==> config.mk <==
export PLATFORM = sky130hd
export DESIGN_NAME = dpram_port_arbiter_flat
export DESIGN_NICKNAME = d
export VERILOG_FILES = /design/src/rtl/dpram_port_arbiter_pkg.sv /design/src/rtl/dpram_port_arbiter_if.sv /design/src/rtl/dpram_port_arbiter_rr_pick2.sv /design/src/rtl/dpram_port_arbiter.sv /design/src/flat_wrapper.sv
export SDC_FILE = /design/constraint.sdc
export NUM_CORES = 1
export LEC_CHECK = 0
export BUFFER_PORTS_ARGS = -buffer_cell sky130_fd_sc_hd__buf_4
export CORE_AREA = 4 4 101 103
export CTS_BUF_LIST = sky130_fd_sc_hd__clkbuf_8
export CTS_CLUSTER_DIAMETER = 40
export DETAILED_ROUTE_END_ITERATION = 7
export DIE_AREA = 0 0 105 107
export MAX_ROUTING_LAYER = met4
export PLACE_DENSITY = 0.75
export SETUP_SLACK_MARGIN = 0.5
export SLEW_MARGIN = 0
export SYNTH_ARGS = -nofsm -noshare
export SYNTH_HDL_FRONTEND = slang
export SYNTH_HIERARCHICAL = 1
export SYNTH_SLANG_ARGS = --single-unit
==> constraint.sdc <==
create_clock -name clk -period 13.4 [get_ports clk]
set_input_delay 2.01 -clock clk [delete_from_list [all_inputs] [get_ports clk]]
set_output_delay 2.01 -clock clk [all_outputs]
set_load 0.05 [all_outputs]
==> src/rtl/dpram_port_arbiter_pkg.sv <==
// Shared definitions for the dual-port RAM arbiter: default widths, RAM depth
// and the read-return tag carried from grant to rvalid.
package dpram_pkg;
  localparam int AW_DEF = 8;
  localparam int DW_DEF = 16;
  localparam int RAM_DEPTH = 1 << AW_DEF;
  // Wide enough for the largest supported requester count (8).
  localparam int TAG_IW = 3;

  typedef struct packed {
    logic              valid;
    logic [TAG_IW-1:0] idx;
  } tag_t;
endpackage

==> src/rtl/dpram_port_arbiter_if.sv <==
// Client-side request/response bus of the dual-port RAM arbiter (flattened lanes).
interface dpram_port_arbiter_if #(
  parameter int N  = 4,
  parameter int AW = 8,
  parameter int DW = 16
);
  logic [N-1:0]    req;
  logic [N-1:0]    we;
  logic [N*AW-1:0] addr;
  logic [N*DW-1:0] wdata;
  logic [N-1:0]    gnt;
  logic [N-1:0]    rvalid;
  logic [N*DW-1:0] rdata;

  modport master (output req, we, addr, wdata, input gnt, rvalid, rdata);
  modport slave  (input req, we, addr, wdata, output gnt, rvalid, rdata);
endinterface

==> src/rtl/dpram_port_arbiter_rr_pick2.sv <==
// Rotating scan from ptr: returns the first two requesters found, wrapping mod N.
module dpram_port_arbiter_rr_pick2 #(
  parameter int N  = 4,
  parameter int IW = (N > 1) ? $clog2(N) : 1
) (
  input  logic [N-1:0]  req,
  input  logic [IW-1:0] ptr,
  output logic          found_a,
  output logic [IW-1:0] idx_a,
  output logic          found_b,
  output logic [IW-1:0] idx_b
);
  always_comb begin
    found_a = 1'b0;
    found_b = 1'b0;
    idx_a   = '0;
    idx_b   = '0;
    for (int k = 0; k < N; k++) begin
      int j;
      j = int'(ptr) + k;
      if (j >= N) j = j - N;
      if (req[j]) begin
        if (!found_a) begin
          found_a = 1'b1;
          idx_a   = IW'(j);
        end else if (!found_b) begin
          found_b = 1'b1;
          idx_b   = IW'(j);
        end
      end
    end
  end
endmodule

==> src/rtl/dpram_port_arbiter.sv <==
// Round-robin arbiter granting up to two requesters per cycle onto the A/B
// ports of a dual-port RAM, with same-address hazard suppression and read return.
module dpram_port_arbiter
  import dpram_pkg::*;
#(
  parameter int N  = 4,
  parameter int AW = AW_DEF,
  parameter int DW = DW_DEF
) (
  input  logic          clk,
  input  logic          rst,
  dpram_port_arbiter_if.slave bus,
  output logic          ram_ena,
  output logic          ram_wea,
  output logic [AW-1:0] ram_addra,
  output logic [DW-1:0] ram_dia,
  input  logic [DW-1:0] ram_doa,
  output logic          ram_enb,
  output logic          ram_web,
  output logic [AW-1:0] ram_addrb,
  output logic [DW-1:0] ram_dib,
  input  logic [DW-1:0] ram_dob
);
  localparam int IW = (N > 1) ? $clog2(N) : 1;

  logic [IW-1:0] ptr, idx_a, idx_b;
  logic          found_a, found_b, hazard, gnt_a, gnt_b;
  logic [AW-1:0] addr_a, addr_b;
  logic [DW-1:0] wdata_a, wdata_b;
  logic          we_a, we_b;
  tag_t          tag_a, tag_b;
  logic [N-1:0]    gnt_v, rvalid_v;
  logic [N*DW-1:0] rdata_v;

  dpram_port_arbiter_rr_pick2 #(.N(N), .IW(IW)) u_pick (
    .req(bus.req), .ptr(ptr),
    .found_a(found_a), .idx_a(idx_a),
    .found_b(found_b), .idx_b(idx_b)
  );

  assign addr_a  = bus.addr[idx_a*AW +: AW];
  assign addr_b  = bus.addr[idx_b*AW +: AW];
  assign wdata_a = bus.wdata[idx_a*DW +: DW];
  assign wdata_b = bus.wdata[idx_b*DW +: DW];
  assign we_a    = bus.we[idx_a];
  assign we_b    = bus.we[idx_b];

  // Two reads of one address are safe; anything involving a write is not.
  assign hazard = (addr_a == addr_b) && (we_a || we_b);
  assign gnt_a  = found_a && !rst;
  assign gnt_b  = found_b && !hazard && !rst;

  always_comb begin
    gnt_v = '0;
    if (gnt_a) gnt_v[idx_a] = 1'b1;
    if (gnt_b) gnt_v[idx_b] = 1'b1;
  end
  assign bus.gnt = gnt_v;

  assign ram_ena   = gnt_a;
  assign ram_wea   = gnt_a && we_a;
  assign ram_addra = gnt_a ? addr_a : '0;
  assign ram_dia   = gnt_a ? wdata_a : '0;
  assign ram_enb   = gnt_b;
  assign ram_web   = gnt_b && we_b;
  assign ram_addrb = gnt_b ? addr_b : '0;
  assign ram_dib   = gnt_b ? wdata_b : '0;

  function automatic logic [IW-1:0] nxt(input logic [IW-1:0] i);
    return (i == IW'(N-1)) ? '0 : i + 1'b1;
  endfunction

  always_ff @(posedge clk) begin
    if (rst) begin
      ptr   <= '0;
      tag_a <= '0;
      tag_b <= '0;
    end else begin
      if (gnt_b)      ptr <= nxt(idx_b);
      else if (gnt_a) ptr <= nxt(idx_a);
      tag_a <= '{valid: gnt_a && !we_a, idx: TAG_IW'(idx_a)};
      tag_b <= '{valid: gnt_b && !we_b, idx: TAG_IW'(idx_b)};
    end
  end

  // Masking with rst cancels a read return landing in the reset cycle.
  always_comb begin
    rvalid_v = '0;
    rdata_v  = '0;
    for (int i = 0; i < N; i++) begin
      if (!rst && tag_a.valid && tag_a.idx == TAG_IW'(i)) begin
        rvalid_v[i]          = 1'b1;
        rdata_v[i*DW +: DW]  = ram_doa;
      end
      if (!rst && tag_b.valid && tag_b.idx == TAG_IW'(i)) begin
        rvalid_v[i]          = 1'b1;
        rdata_v[i*DW +: DW]  = ram_dob;
      end
    end
  end
  assign bus.rvalid = rvalid_v;
  assign bus.rdata  = rdata_v;
endmodule

==> src/flat_wrapper.sv <==
// flat-port wrapper written by rule: the top's interface ports become plain ports
module dpram_port_arbiter_flat import dpram_pkg::*;
#(
  parameter int N  = 4,
  parameter int AW = AW_DEF,
  parameter int DW = DW_DEF
)
  (clk, rst, ram_ena, ram_wea, ram_addra, ram_dia, ram_doa, ram_enb, ram_web, ram_addrb, ram_dib, ram_dob, bus_req, bus_we, bus_addr, bus_wdata, bus_gnt, bus_rvalid, bus_rdata);
  dpram_port_arbiter_if #(.N(N), .AW(AW), .DW(DW)) bus_i ();
  input  logic clk;
  input  logic rst;
  output logic ram_ena;
  output logic ram_wea;
  output logic [AW-1:0] ram_addra;
  output logic [DW-1:0] ram_dia;
  input  logic [DW-1:0] ram_doa;
  output logic ram_enb;
  output logic ram_web;
  output logic [AW-1:0] ram_addrb;
  output logic [DW-1:0] ram_dib;
  input  logic [DW-1:0] ram_dob;
  input wire logic [$bits(bus_i.req)-1:0] bus_req;
  input wire logic [$bits(bus_i.we)-1:0] bus_we;
  input wire logic [$bits(bus_i.addr)-1:0] bus_addr;
  input wire logic [$bits(bus_i.wdata)-1:0] bus_wdata;
  output wire logic [$bits(bus_i.gnt)-1:0] bus_gnt;
  output wire logic [$bits(bus_i.rvalid)-1:0] bus_rvalid;
  output wire logic [$bits(bus_i.rdata)-1:0] bus_rdata;
  assign bus_i.req = bus_req;
  assign bus_i.we = bus_we;
  assign bus_i.addr = bus_addr;
  assign bus_i.wdata = bus_wdata;
  assign bus_gnt = bus_i.gnt;
  assign bus_rvalid = bus_i.rvalid;
  assign bus_rdata = bus_i.rdata;
  dpram_port_arbiter #(.N(N), .AW(AW), .DW(DW)) u_core (.clk(clk), .rst(rst), .bus(bus_i), .ram_ena(ram_ena), .ram_wea(ram_wea), .ram_addra(ram_addra), .ram_dia(ram_dia), .ram_doa(ram_doa), .ram_enb(ram_enb), .ram_web(ram_web), .ram_addrb(ram_addrb), .ram_dib(ram_dib), .ram_dob(ram_dob));
endmodule
==> key figures <==
Detailed routing
  – Post-route DRC: 0
  – Met2 Wirelength: about 7800 µm
  – Via count: approximately 4.1k
  – Post-Route M1 WL: 5400 µm
  – Drt pass-1 iters: 4
  – Average wire per cell in the routed design: approximately 21 µm
  – Initial DRC Count: a little over 400
  – Post-DRT Antenna Nets: 0
  – Highest metal used: met4
  – Routed WL: about 15000 µm
  – Ratio of routed vias to standard cells: approximately 6.0
  – Met3 routed WL: 1150 µm

Worst setup path
  – WP data required: approximately 11000 ps
  – Worst setup SP type: input pin
  – RR Startpoint: u_core/ptr[0]
  – Slowest CP cell: a2111oi_1
  – CP Data Arrival Time: about 6400 ps
  – CP Capture Type: primary output
  – Worst Path Max Fanout: 29
  – Crit-path max cell delay: roughly 740 ps
  – Most used cell, CP: buf_4
  – Critical path class: input pin to primary output
  – R2R Path End: u_core/tag_b[3]
  – Flop-to-flop setup slack: ~8500 ps
  – CP Cell Sequence: buf_4, and3b_1, a2111oi_1, o2111ai_1, o311ai_4, buf_4, mux4_2, xor2_1, nor4_4, a311oi_4, buf_4, a22o_1, buf_4
  – FF-to-FF path depth: 11

Synth
  – Synth Area in Adders: 0.0366
  – Cell count after synthesis: ~350
  – Sequential cell area fraction in the yosys report: 0.0469
  – Post-Syn Area: between 3000 and 4000 µm²
  – Yosys cell types: between 50 and 60
  – Simple-Gate Fraction of Synth Area: 0.220
  – Syn nets: between 500 and 600
  – Post-synthesis xor/xnor area fraction: 0.0231
  – Fraction of registers with async set/reset: 0
  – Largest family of logic cells by synthesized area: multiplexers
  – Synth Area per Inst: 9.68 µm²
  – Yosys warning count: 6
  – Compound-cell area share of the yosys netlist: 0.263
  – #FFs+latches synth: 8
  – Post-synth top flop: dfxtp_1
  – EDFF count, synth: 0
  – Post-synthesis mux area share: 0.342

Floorplanning
  – Io pins: ~260
  – Die H: roughly 110 µm
  – Chip Width: 105 µm
  – Die area: about 11000 µm²
  – Row cnt: 35
  – Placeable Area: roughly 9200 µm²
  – Initial cell density of the core: 0.371

Final layout
  – Final #Nets: 732
  – Layout cells sized above 1: 0.569
  – Area grow syn2layout: 58.9%
  – Ant diodes: 0
  – Most frequent cells in the layout: buf_4 (265), a22o_1 (68), mux4_2 (51)
  – Leading cell type in the layout, fill and taps excluded: buf_4

Clock network
  – TritonCTS clock tree: yes
  – CTS Buffer Depth: 2
  – Root Buffer: clkbuf_8
  – Clk Latency, worst-skew pair: 230 ps
  – Hold_buf cts: 0
  – Clock sink count: 8
  – Post-CTS setup buffer count: 0
  – Resized cells post-CTS: 0
  – H-tree depth: 1
  – TritonCTS Buffers: 3
  – Clk slew on worst S/H paths: around 40 ps

STA
  – FMAX: between 100 and 150 MHz
  – Worst slew pin tran: between 1000 and 1500 ps
  – Max-Slew Margin vs Limit: 0.136
  – RSZ-0062 raised after global routing: false
  – Period minus WS final: 8380 ps
  – Final worst path period share: 0.626
  – Final TNS setup: 0 ps
  – Final setup violating endpoints: 0
  – Clk_skew: ~4.3 ps
  – Final WS setup: roughly 5000 ps
  – Final Max Tran Viols: 0
  – Min Hold Slack: 968 ps
  – Final hold vios: 0

Min path
  – Hold depth: 2
  – Hold Path Origin: u_core/ptr[1]
  – Hold Path Class: flip-flop to flip-flop
  – WHS Endpoint: u_core/ptr[1]

GRT
  – Initial antenna violation count: 0
  – Largest net degree at the start of global routing: 32
  – Final global-route overflow total: 0
  – Gr usage total: 0.256
  – First-pass GRT wire length: around 23000 µm
  – Vias in the first global route: roughly 4.3k

Placed design
  – Place WS: around 5000 ps
  – Gpl congestion: 0.899
  – Port Buffers: between 200 and 300
  – Dpl hpwl: roughly 12000 µm

Pwr
  – Static power due to leakage: between 2 and 3 nW
  – Worst VDD drop: roughly 0.11 mV
  – Pwr per Cell Area: around 160 nW/µm²

Job
  – Max-cap violations: 0

Outcome
  – Outcome: finished, final reports clean
## registers in the layout, indices dropped and copies added, names as in the netlist
name,cells
u_core/tag_a,3
u_core/tag_b,3
u_core/ptr,2
## how the worst max path moves through the flow
stage	to	startpoint	cells after the start
5_1_grt	bus_gnt[0]	bus_req[3]	13
3_5_place_dp	bus_gnt[0]	bus_req[3]	13
3_3_place_gp	bus_gnt[0]	bus_req[3]	13
2_1_floorplan	ram_dib[10]	bus_req[0]	17
4_1_cts	bus_gnt[0]	bus_req[3]	13
6_report	bus_gnt[0]	bus_req[3]	13
## routing by layer
metal	vias up	global-route usage
met3	30	0.0566
met2	210	0.461
met4	0	0.0769
met5	-	-
li1	1890	-
met1	2000	0.284
## critical path, delay by kind of cell
family                 cells  cell delay (ps)
XOR/XNOR                   1              270
multiplexers               1              590
buffers and inverters      4             1260
AND/OR/NAND/NOR            2              300
AO/OA/AOI/OAI              5             1910
## synth_stat cells (all sizes together), types with 3 or more instances
cell type / number / area, µm²
nor4bb: 4 / 40.0
nand2: 8 / 30.0
nor2: 18 / 67.6
inv: 9 / 33.8
mux4: 51 / 1150
ha: 10 / 125
buf: 25 / 146
a22o: 68 / 596
nor2b: 5 / 31.3
xor2: 9 / 78.8
nand2b: 9 / 56.3
nor3: 4 / 25.0
o31ai: 3 / 22.5
a21oi: 8 / 40.0
clkbuf: 14 / 52.6
and2: 50 / 313
and3b: 3 / 26.3
o21ai: 4 / 20.0
o211ai: 3 / 22.5
dfxtp: 8 / 160
## logic make-up after synthesis
logic type / count (synthesis)
compound gates: 107
xor+xnor: 9
fa+ha+maj: 10
buf+inv: 48
flops: 8
mux: 53
simple gates: 118
## final cells by class
cell class | count | area (µm²)
well taps | 111 | 139
inverters | 9 | 33.8
repair buffers | 265 | 1990
clock buffers | 3 | 41.3
flip-flops and latches | 8 | 160
multi-input cells | 297 | 3070
fillers | 782 | 3770
## where the power goes
group	internal [mW]	leakage, nW	switching (mW)
logic	0.336	2.44	0.466
registers	0.0311	0.0664	0.0200
clock network	0.0195	0.0216	0.00943
## metrics by stage
step,utilization,cell area (µm²),std cells,power [mW]
2_1_floorplan,-,3420,353,0.656
4_1_cts,0.590,5430,693,0.886
3_5_place_dp,0.586,5390,690,0.854
6_report,0.590,5430,693,0.882
3_3_place_gp,0.586,5390,690,0.847
5_1_grt,0.590,5430,693,0.938
Note: power is estimated with default switching activity, not from simulation.
